[src/rtl/booth_mult_arbiter_if.sv]
// Request, response and multiplier-side signals of the shared Booth multiplier arbiter.
// slave is the arbiter view; master is the view of the clients plus the multiplier.
interface booth_mult_arbiter_if #(
   parameter int N       = 18,
   parameter int NUM_REQ = 4
);
   localparam int ID_W = $clog2(NUM_REQ);

   logic [NUM_REQ-1:0]   req_valid;
   logic [NUM_REQ-1:0]   req_ready;
   logic [NUM_REQ*N-1:0] req_mplier;
   logic [NUM_REQ*N-1:0] req_mcand;

   logic                 resp_valid;
   logic                 resp_ready;
   logic [ID_W-1:0]      resp_id;
   logic [2*N-1:0]       resp_product;

   logic                 mult_start;
   logic [N-1:0]         mult_mplier;
   logic [N-1:0]         mult_mcand;
   logic                 mult_done;
   logic [2*N-1:0]       mult_product;

   modport slave (
      input  req_valid, req_mplier, req_mcand, resp_ready, mult_done, mult_product,
      output req_ready, resp_valid, resp_id, resp_product, mult_start, mult_mplier, mult_mcand
   );

   modport master (
      output req_valid, req_mplier, req_mcand, resp_ready, mult_done, mult_product,
      input  req_ready, resp_valid, resp_id, resp_product, mult_start, mult_mplier, mult_mcand
   );
endinterface

[src/rtl/booth_mult_arbiter.sv]
// Round-robin arbiter sharing one sequential radix-4 Booth multiplier among NUM_REQ clients.
// Optional BOOTH_ARB_STATS_EN adds saturating stat_ops / stat_busy counters.
//
//   state     | meaning
//   ----------+-----------------------------------------------------------
//   S_IDLE    | arbitrating; req_ready one-hot for the round-robin winner
//   S_ISSUE   | operands registered; mult_start pulses for this cycle
//   S_WAIT    | multiplier busy; waiting for mult_done
//   S_CAPTURE | mult_product valid; latched into resp_product
//   S_RESP    | resp_valid high; held until resp_ready
module booth_mult_arbiter #(
   parameter int  N       = 18,
   parameter int  NUM_REQ = 4,
   localparam int ID_W    = $clog2(NUM_REQ)
) (
   input  logic                clk,
   input  logic                n_reset,
   booth_mult_arbiter_if.slave bus
`ifdef BOOTH_ARB_STATS_EN
   ,
   output logic [31:0]         stat_ops,
   output logic [31:0]         stat_busy
`endif
);

   typedef enum logic [2:0] {
      S_IDLE    = 3'd0,
      S_ISSUE   = 3'd1,
      S_WAIT    = 3'd2,
      S_CAPTURE = 3'd3,
      S_RESP    = 3'd4
   } state_t;

   state_t             state;
   state_t             state_nxt;

   logic [ID_W-1:0]    rr_last;
   logic [ID_W-1:0]    cur_id;
   logic [N-1:0]       mplier_q;
   logic [N-1:0]       mcand_q;
   logic [2*N-1:0]     product_q;

   logic [ID_W-1:0]    cand;
   logic [ID_W-1:0]    grant_id;
   logic               found;
   logic [NUM_REQ-1:0] grant;
   logic               xfer;

   // Search starts one past the last winner so every requester gets a turn.
   always_comb begin
      cand     = '0;
      grant_id = '0;
      found    = 1'b0;
      for (int k = 1; k <= NUM_REQ; k++) begin
         cand = ID_W'((int'(rr_last) + k) % NUM_REQ);
         if (!found && bus.req_valid[cand]) begin
            found    = 1'b1;
            grant_id = cand;
         end
      end
   end

   always_comb begin
      grant = '0;
      if (found && (state == S_IDLE) && !n_reset) begin
         grant[grant_id] = 1'b1;
      end
   end

   assign xfer = |(bus.req_valid & grant);

   always_ff @(posedge clk) begin
      if (n_reset) begin
         state <= S_IDLE;
      end else begin
         state <= state_nxt;
      end
   end

   always_comb begin
      state_nxt = state;
      unique case (state)
         S_IDLE:    if (xfer) state_nxt = S_ISSUE;
         S_ISSUE:   state_nxt = S_WAIT;
         S_WAIT:    if (bus.mult_done) state_nxt = S_CAPTURE;
         S_CAPTURE: state_nxt = S_RESP;
         S_RESP:    if (bus.resp_ready) state_nxt = S_IDLE;
         default:   state_nxt = S_IDLE;
      endcase
   end

   always_ff @(posedge clk) begin
      if (n_reset) begin
         rr_last   <= ID_W'(NUM_REQ - 1);
         cur_id    <= '0;
         mplier_q  <= '0;
         mcand_q   <= '0;
         product_q <= '0;
      end else begin
         if (xfer) begin
            rr_last  <= grant_id;
            cur_id   <= grant_id;
            mplier_q <= bus.req_mplier[int'(grant_id)*N +: N];
            mcand_q  <= bus.req_mcand[int'(grant_id)*N +: N];
         end
         // The multiplier presents its result only in the cycle after mult_done.
         if (state == S_CAPTURE) begin
            product_q <= bus.mult_product;
         end
      end
   end

   assign bus.req_ready    = grant;
   assign bus.mult_start   = (state == S_ISSUE);
   assign bus.mult_mplier  = mplier_q;
   assign bus.mult_mcand   = mcand_q;
   assign bus.resp_valid   = (state == S_RESP);
   assign bus.resp_id      = cur_id;
   assign bus.resp_product = product_q;

`ifdef BOOTH_ARB_STATS_EN
   always_ff @(posedge clk) begin
      if (n_reset) begin
         stat_ops  <= '0;
         stat_busy <= '0;
      end else begin
         if ((state == S_RESP) && bus.resp_ready && (stat_ops != '1)) begin
            stat_ops <= stat_ops + 32'd1;
         end
         if ((state != S_IDLE) && (stat_busy != '1)) begin
            stat_busy <= stat_busy + 32'd1;
         end
      end
   end
`endif

endmodule

[src/flat_wrapper.sv]
// flat-port wrapper written by rule: the top's interface ports become plain ports
module booth_mult_arbiter_flat 
#(
   parameter int  N       = 18,
   parameter int  NUM_REQ = 4,
   localparam int ID_W    = $clog2(NUM_REQ)
)
  (clk, n_reset, bus_req_valid, bus_req_mplier, bus_req_mcand, bus_resp_ready, bus_mult_done, bus_mult_product, bus_req_ready, bus_resp_valid, bus_resp_id, bus_resp_product, bus_mult_start, bus_mult_mplier, bus_mult_mcand);
  booth_mult_arbiter_if #(.N(N), .NUM_REQ(NUM_REQ)) bus_i ();
  input  logic clk;
  input  logic n_reset;
  input wire logic [$bits(bus_i.req_valid)-1:0] bus_req_valid;
  input wire logic [$bits(bus_i.req_mplier)-1:0] bus_req_mplier;
  input wire logic [$bits(bus_i.req_mcand)-1:0] bus_req_mcand;
  input wire logic [$bits(bus_i.resp_ready)-1:0] bus_resp_ready;
  input wire logic [$bits(bus_i.mult_done)-1:0] bus_mult_done;
  input wire logic [$bits(bus_i.mult_product)-1:0] bus_mult_product;
  output wire logic [$bits(bus_i.req_ready)-1:0] bus_req_ready;
  output wire logic [$bits(bus_i.resp_valid)-1:0] bus_resp_valid;
  output wire logic [$bits(bus_i.resp_id)-1:0] bus_resp_id;
  output wire logic [$bits(bus_i.resp_product)-1:0] bus_resp_product;
  output wire logic [$bits(bus_i.mult_start)-1:0] bus_mult_start;
  output wire logic [$bits(bus_i.mult_mplier)-1:0] bus_mult_mplier;
  output wire logic [$bits(bus_i.mult_mcand)-1:0] bus_mult_mcand;
  assign bus_i.req_valid = bus_req_valid;
  assign bus_i.req_mplier = bus_req_mplier;
  assign bus_i.req_mcand = bus_req_mcand;
  assign bus_i.resp_ready = bus_resp_ready;
  assign bus_i.mult_done = bus_mult_done;
  assign bus_i.mult_product = bus_mult_product;
  assign bus_req_ready = bus_i.req_ready;
  assign bus_resp_valid = bus_i.resp_valid;
  assign bus_resp_id = bus_i.resp_id;
  assign bus_resp_product = bus_i.resp_product;
  assign bus_mult_start = bus_i.mult_start;
  assign bus_mult_mplier = bus_i.mult_mplier;
  assign bus_mult_mcand = bus_i.mult_mcand;
  booth_mult_arbiter #(.N(N), .NUM_REQ(NUM_REQ)) u_core (.clk(clk), .n_reset(n_reset), .bus(bus_i));
endmodule
[config.mk]
export PLATFORM = sky130hd
export DESIGN_NAME = booth_mult_arbiter_flat
export DESIGN_NICKNAME = d
export VERILOG_FILES = /design/src/rtl/booth_mult_arbiter_if.sv /design/src/rtl/booth_mult_arbiter.sv /design/src/flat_wrapper.sv
export SDC_FILE = /design/constraint.sdc
export NUM_CORES = 1
export LEC_CHECK = 0
export CORE_MARGIN = 2
export CORE_UTILIZATION = 37
export DETAILED_ROUTE_END_ITERATION = 7
export HOLD_SLACK_MARGIN = 0.1
export PLACE_DENSITY = 0.84
export SYNTH_ARGS = -nofsm -noshare
export SYNTH_HDL_FRONTEND = slang
export SYNTH_SLANG_ARGS = --single-unit
[constraint.sdc]
create_clock -name clk -period 3.05 [get_ports clk]
set_clock_uncertainty 0.2 [all_clocks]
set_input_delay 0.915 -clock clk [delete_from_list [all_inputs] [get_ports clk]]
set_output_delay 0.915 -clock clk [all_outputs]
set_load 0.01 [all_outputs]
==> results_dict.tcl <==
set metrics [dict create \
    status "finished clean" \
    rows 38 \
    grt_usage 0.2356 \
    grt-ovfl-total 0 \
    gp_congestion 0.7687 \
    critPathMaxFanout 4 \
    fin_ws_ns 0.05364 \
    cts_buffers 9 \
    r2r-start "u_core.rr_last[1]" \
    drt-pass1-iter-count 4 \
    synth-seq-cells 79 \
    io_pins 268 \
    cp-start-kind "input port" \
    place_hpwl_um 10680 \
    timing.critical_path.to_type "output pin" \
    finalCritPeriodShare 0.9824 \
    finalSetupViolations 0 \
    fin_cells 894 \
    nets 938 \
    dp.cells 877 \
    path_class "input port to output pin" \
    cts_tree "built" \
    port-buffer-count 267 \
    pwr_density_cell_nw_per_um2 548.8 \
    cts_sinks 79 \
    syn-cell-area_um2 4081 \
    grt_pass1_wl_um 22010 \
    whs_ns 0.2487 \
    drtIter0Drc 225 \
    num_vias 4630 \
    root_buffer "clkbuf_8" \
    clkLatencyLatePin_ns 0.34 \
    cts_max_level 3 \
    grt_max_degree 74 \
    leakagePower_uw 0.002578 \
    startpoint "bus_req_valid[2]" \
    vdd_drop_max_mv 0.3352 \
    fillerInstances 839 \
    grt_pass1_vias 4572 \
    r2r_cells 6 \
    layout_common_cells "258 x clkdlybuf4s50_1, 115 x nand2_1, 79 x dfxtp_1, 70 x nand3_1, 42 x a21oi_1" \
    syn_avg_cell_area_um2 8.279 \
    cp-endpoint "bus_req_ready[2]" \
    cts_buffer_depth 2 \
    start_util 0.3782 \
    r2r_setup_slack_ns 0.30 \
    wl_um 14320 \
    die_w_um 109.0 \
    drc 0 \
    multi_input_area_um2 2346 \
    final_common_cell "clkdlybuf4s50_1" \
    hold_viol_final 0 \
    die-area_um2 11890 \
    drv_cap 0 \
    cts.clk_slew.worst_paths_ns 0.08 \
    cts.hold.buffers_added 0 \
    synth_top_cell_area_share 0.3875 \
    slew_headroom 0.2823 \
    worstMarginPinSlew_ns 1.077 \
    wl_per_cell_um 16.01 \
    r2r-end "u_core.bus.mult_mcand[10]" \
    antenna_found_initial 0 \
    drv_slew 0 \
    hp-start "u_core.bus.resp_id[1]" \
    vias_per_cell 5.179 \
    yosys-top-cells-area "dfxtp_1 39%, nand2_1 11%, mux2_2 9.7%" \
    regArea_um2 1582 \
    cp.arrival_ns 1.88 \
    syn-instance-count 493 \
    drive_gt1_frac 0.1313 \
    fmax_mhz 333.7 \
    syn_nets 681 \
    preCtsSetupSlack_ns -0.8548 \
    core-area_um2 10790 \
    finalPower_uw 3949 \
    ys_types 35 \
    seq_area_frac_synth 0.3875 \
    hold_path.class "flip-flop to flip-flop" \
    syn_to_final_growth_pct 76.33 \
    yosysWarnings 0 \
    period_needed_ns 2.996 \
    worstPathRequired_ns 1.93 \
    antenna_left 0 \
    die_y_um 109.0 \
    finalCoreUtilization 0.6668 \
    synth_top_cell_by_area "dfxtp_1" \
    diodes 0 \
]
==> worst min path at each step <==
stage,endpoint,slack (ns),cells after the start
3_5_place_dp,u_core.bus.resp_id[1],0.24,2
5_1_grt,u_core.bus.resp_product[4],0.27,2
4_1_cts,u_core.bus.resp_id[1],0.25,2
3_3_place_gp,u_core.bus.resp_id[1],0.24,2
6_report,u_core.bus.resp_id[1],0.25,2
2_1_floorplan,u_core.bus.resp_id[1],0.27,2
==> final cells by class <==
type	instances	share of cell area
Timing Repair Buffer	291	0.3992
Clock buffer	9	0.01721
Sequential cell	79	0.2198
Multi-Input combinational cell	366	0.3260
Inverter	3	0.001565
Tap cell	140	0.02434
Clock inverter	6	0.01200
==> synth_stat cells (all sizes together) <==
cell / n
nor3b: 2
nor2b: 1
a21oi: 42
dfxtp: 79
nand2b: 4
nand2: 116
o21ai: 1
xnor2: 1
a21o: 1
o2bb2ai: 1
nor2: 5
mux2: 35
nand3: 70
and2b: 1
o211ai: 35
mux2i: 38
a22oi: 1
nand3b: 2
buf: 30
clkbuf: 15
a31oi: 1
and3b: 1
o21ba: 1
inv: 3
nor4: 3
nor3: 3
o221ai: 1
==> what timing repair did <==
| action | CTS | global route |
|---|---|---|
| endpoints found under the hold margin | 0 | 0 |
| setup buffers | 3 | 1 |
| resized for setup | 43 | 8 |
| endpoints found under the setup margin | 40 | 3 |
| pin swaps | 5 | 5 |
==> sequential cells by signal, summed over array words and instances, names as in the netlist <==
| name | flops |
|---|---|
| u_core.state | 3 |
| u_core.bus.resp_id | 2 |
| u_core.bus.mult_mplier | 18 |
| u_core.rr_last | 2 |
| u_core.bus.resp_product | 36 |
| u_core.bus.mult_mcand | 18 |
==> logic make-up after synthesis <==
group / count (synthesis) / share of synthesized area
buffers and inverters: 48 / 0.05947
XOR/XNOR: 1 / 0.002146
AO/OA/AOI/OAI: 84 / 0.1291
AND/OR/NAND/NOR: 208 / 0.2321
multiplexers: 73 / 0.1898
flip-flops: 79 / 0.3875
==> metal layers <==
| layer | wire (um) | share of wire | vias to the layer above | GRT usage |
|---|---|---|---|---|
| li1 | - | - | 2241 | - |
| met1 | 5480 | 0.38 | 2164 | 0.2578 |
| met2 | 7101 | 0.50 | 202 | 0.4259 |
| met3 | 1433 | 0.10 | 23 | 0.07352 |
| met4 | 301 | 0.021 | 0 | 0.08425 |
| met5 | 0 | 0 | - | 0 |
==> worst max-delay path, cell delays in order <==
cell and delay, ns:
buf_4 0.14, nor4_4 0.26, and2b_2 0.28, o21ai_4 0.07, nor3_2 0.07, buf_2 0.14
==> power by group <==
part,leakage (uW),internal [uW],switching [uW]
Clock,0.000105,455,394
Combinational,0.00183,938,784
Sequential,0.000647,1250,128
Total,0.00258,2640,1310
==> per-stage QoR <==
| step | TNS [ns] | area [um2] |
|---|---|---|
| after floorplan | -0.2030 | 4148 |
| after global placement | -17.54 | 6968 |
| after detailed placement | -20.22 | 6968 |
| after CTS | -0.01872 | 7178 |
| after global routing | -0.009091 | 7197 |
| final | 0 | 7197 |
(Power assumes the default switching activity.)
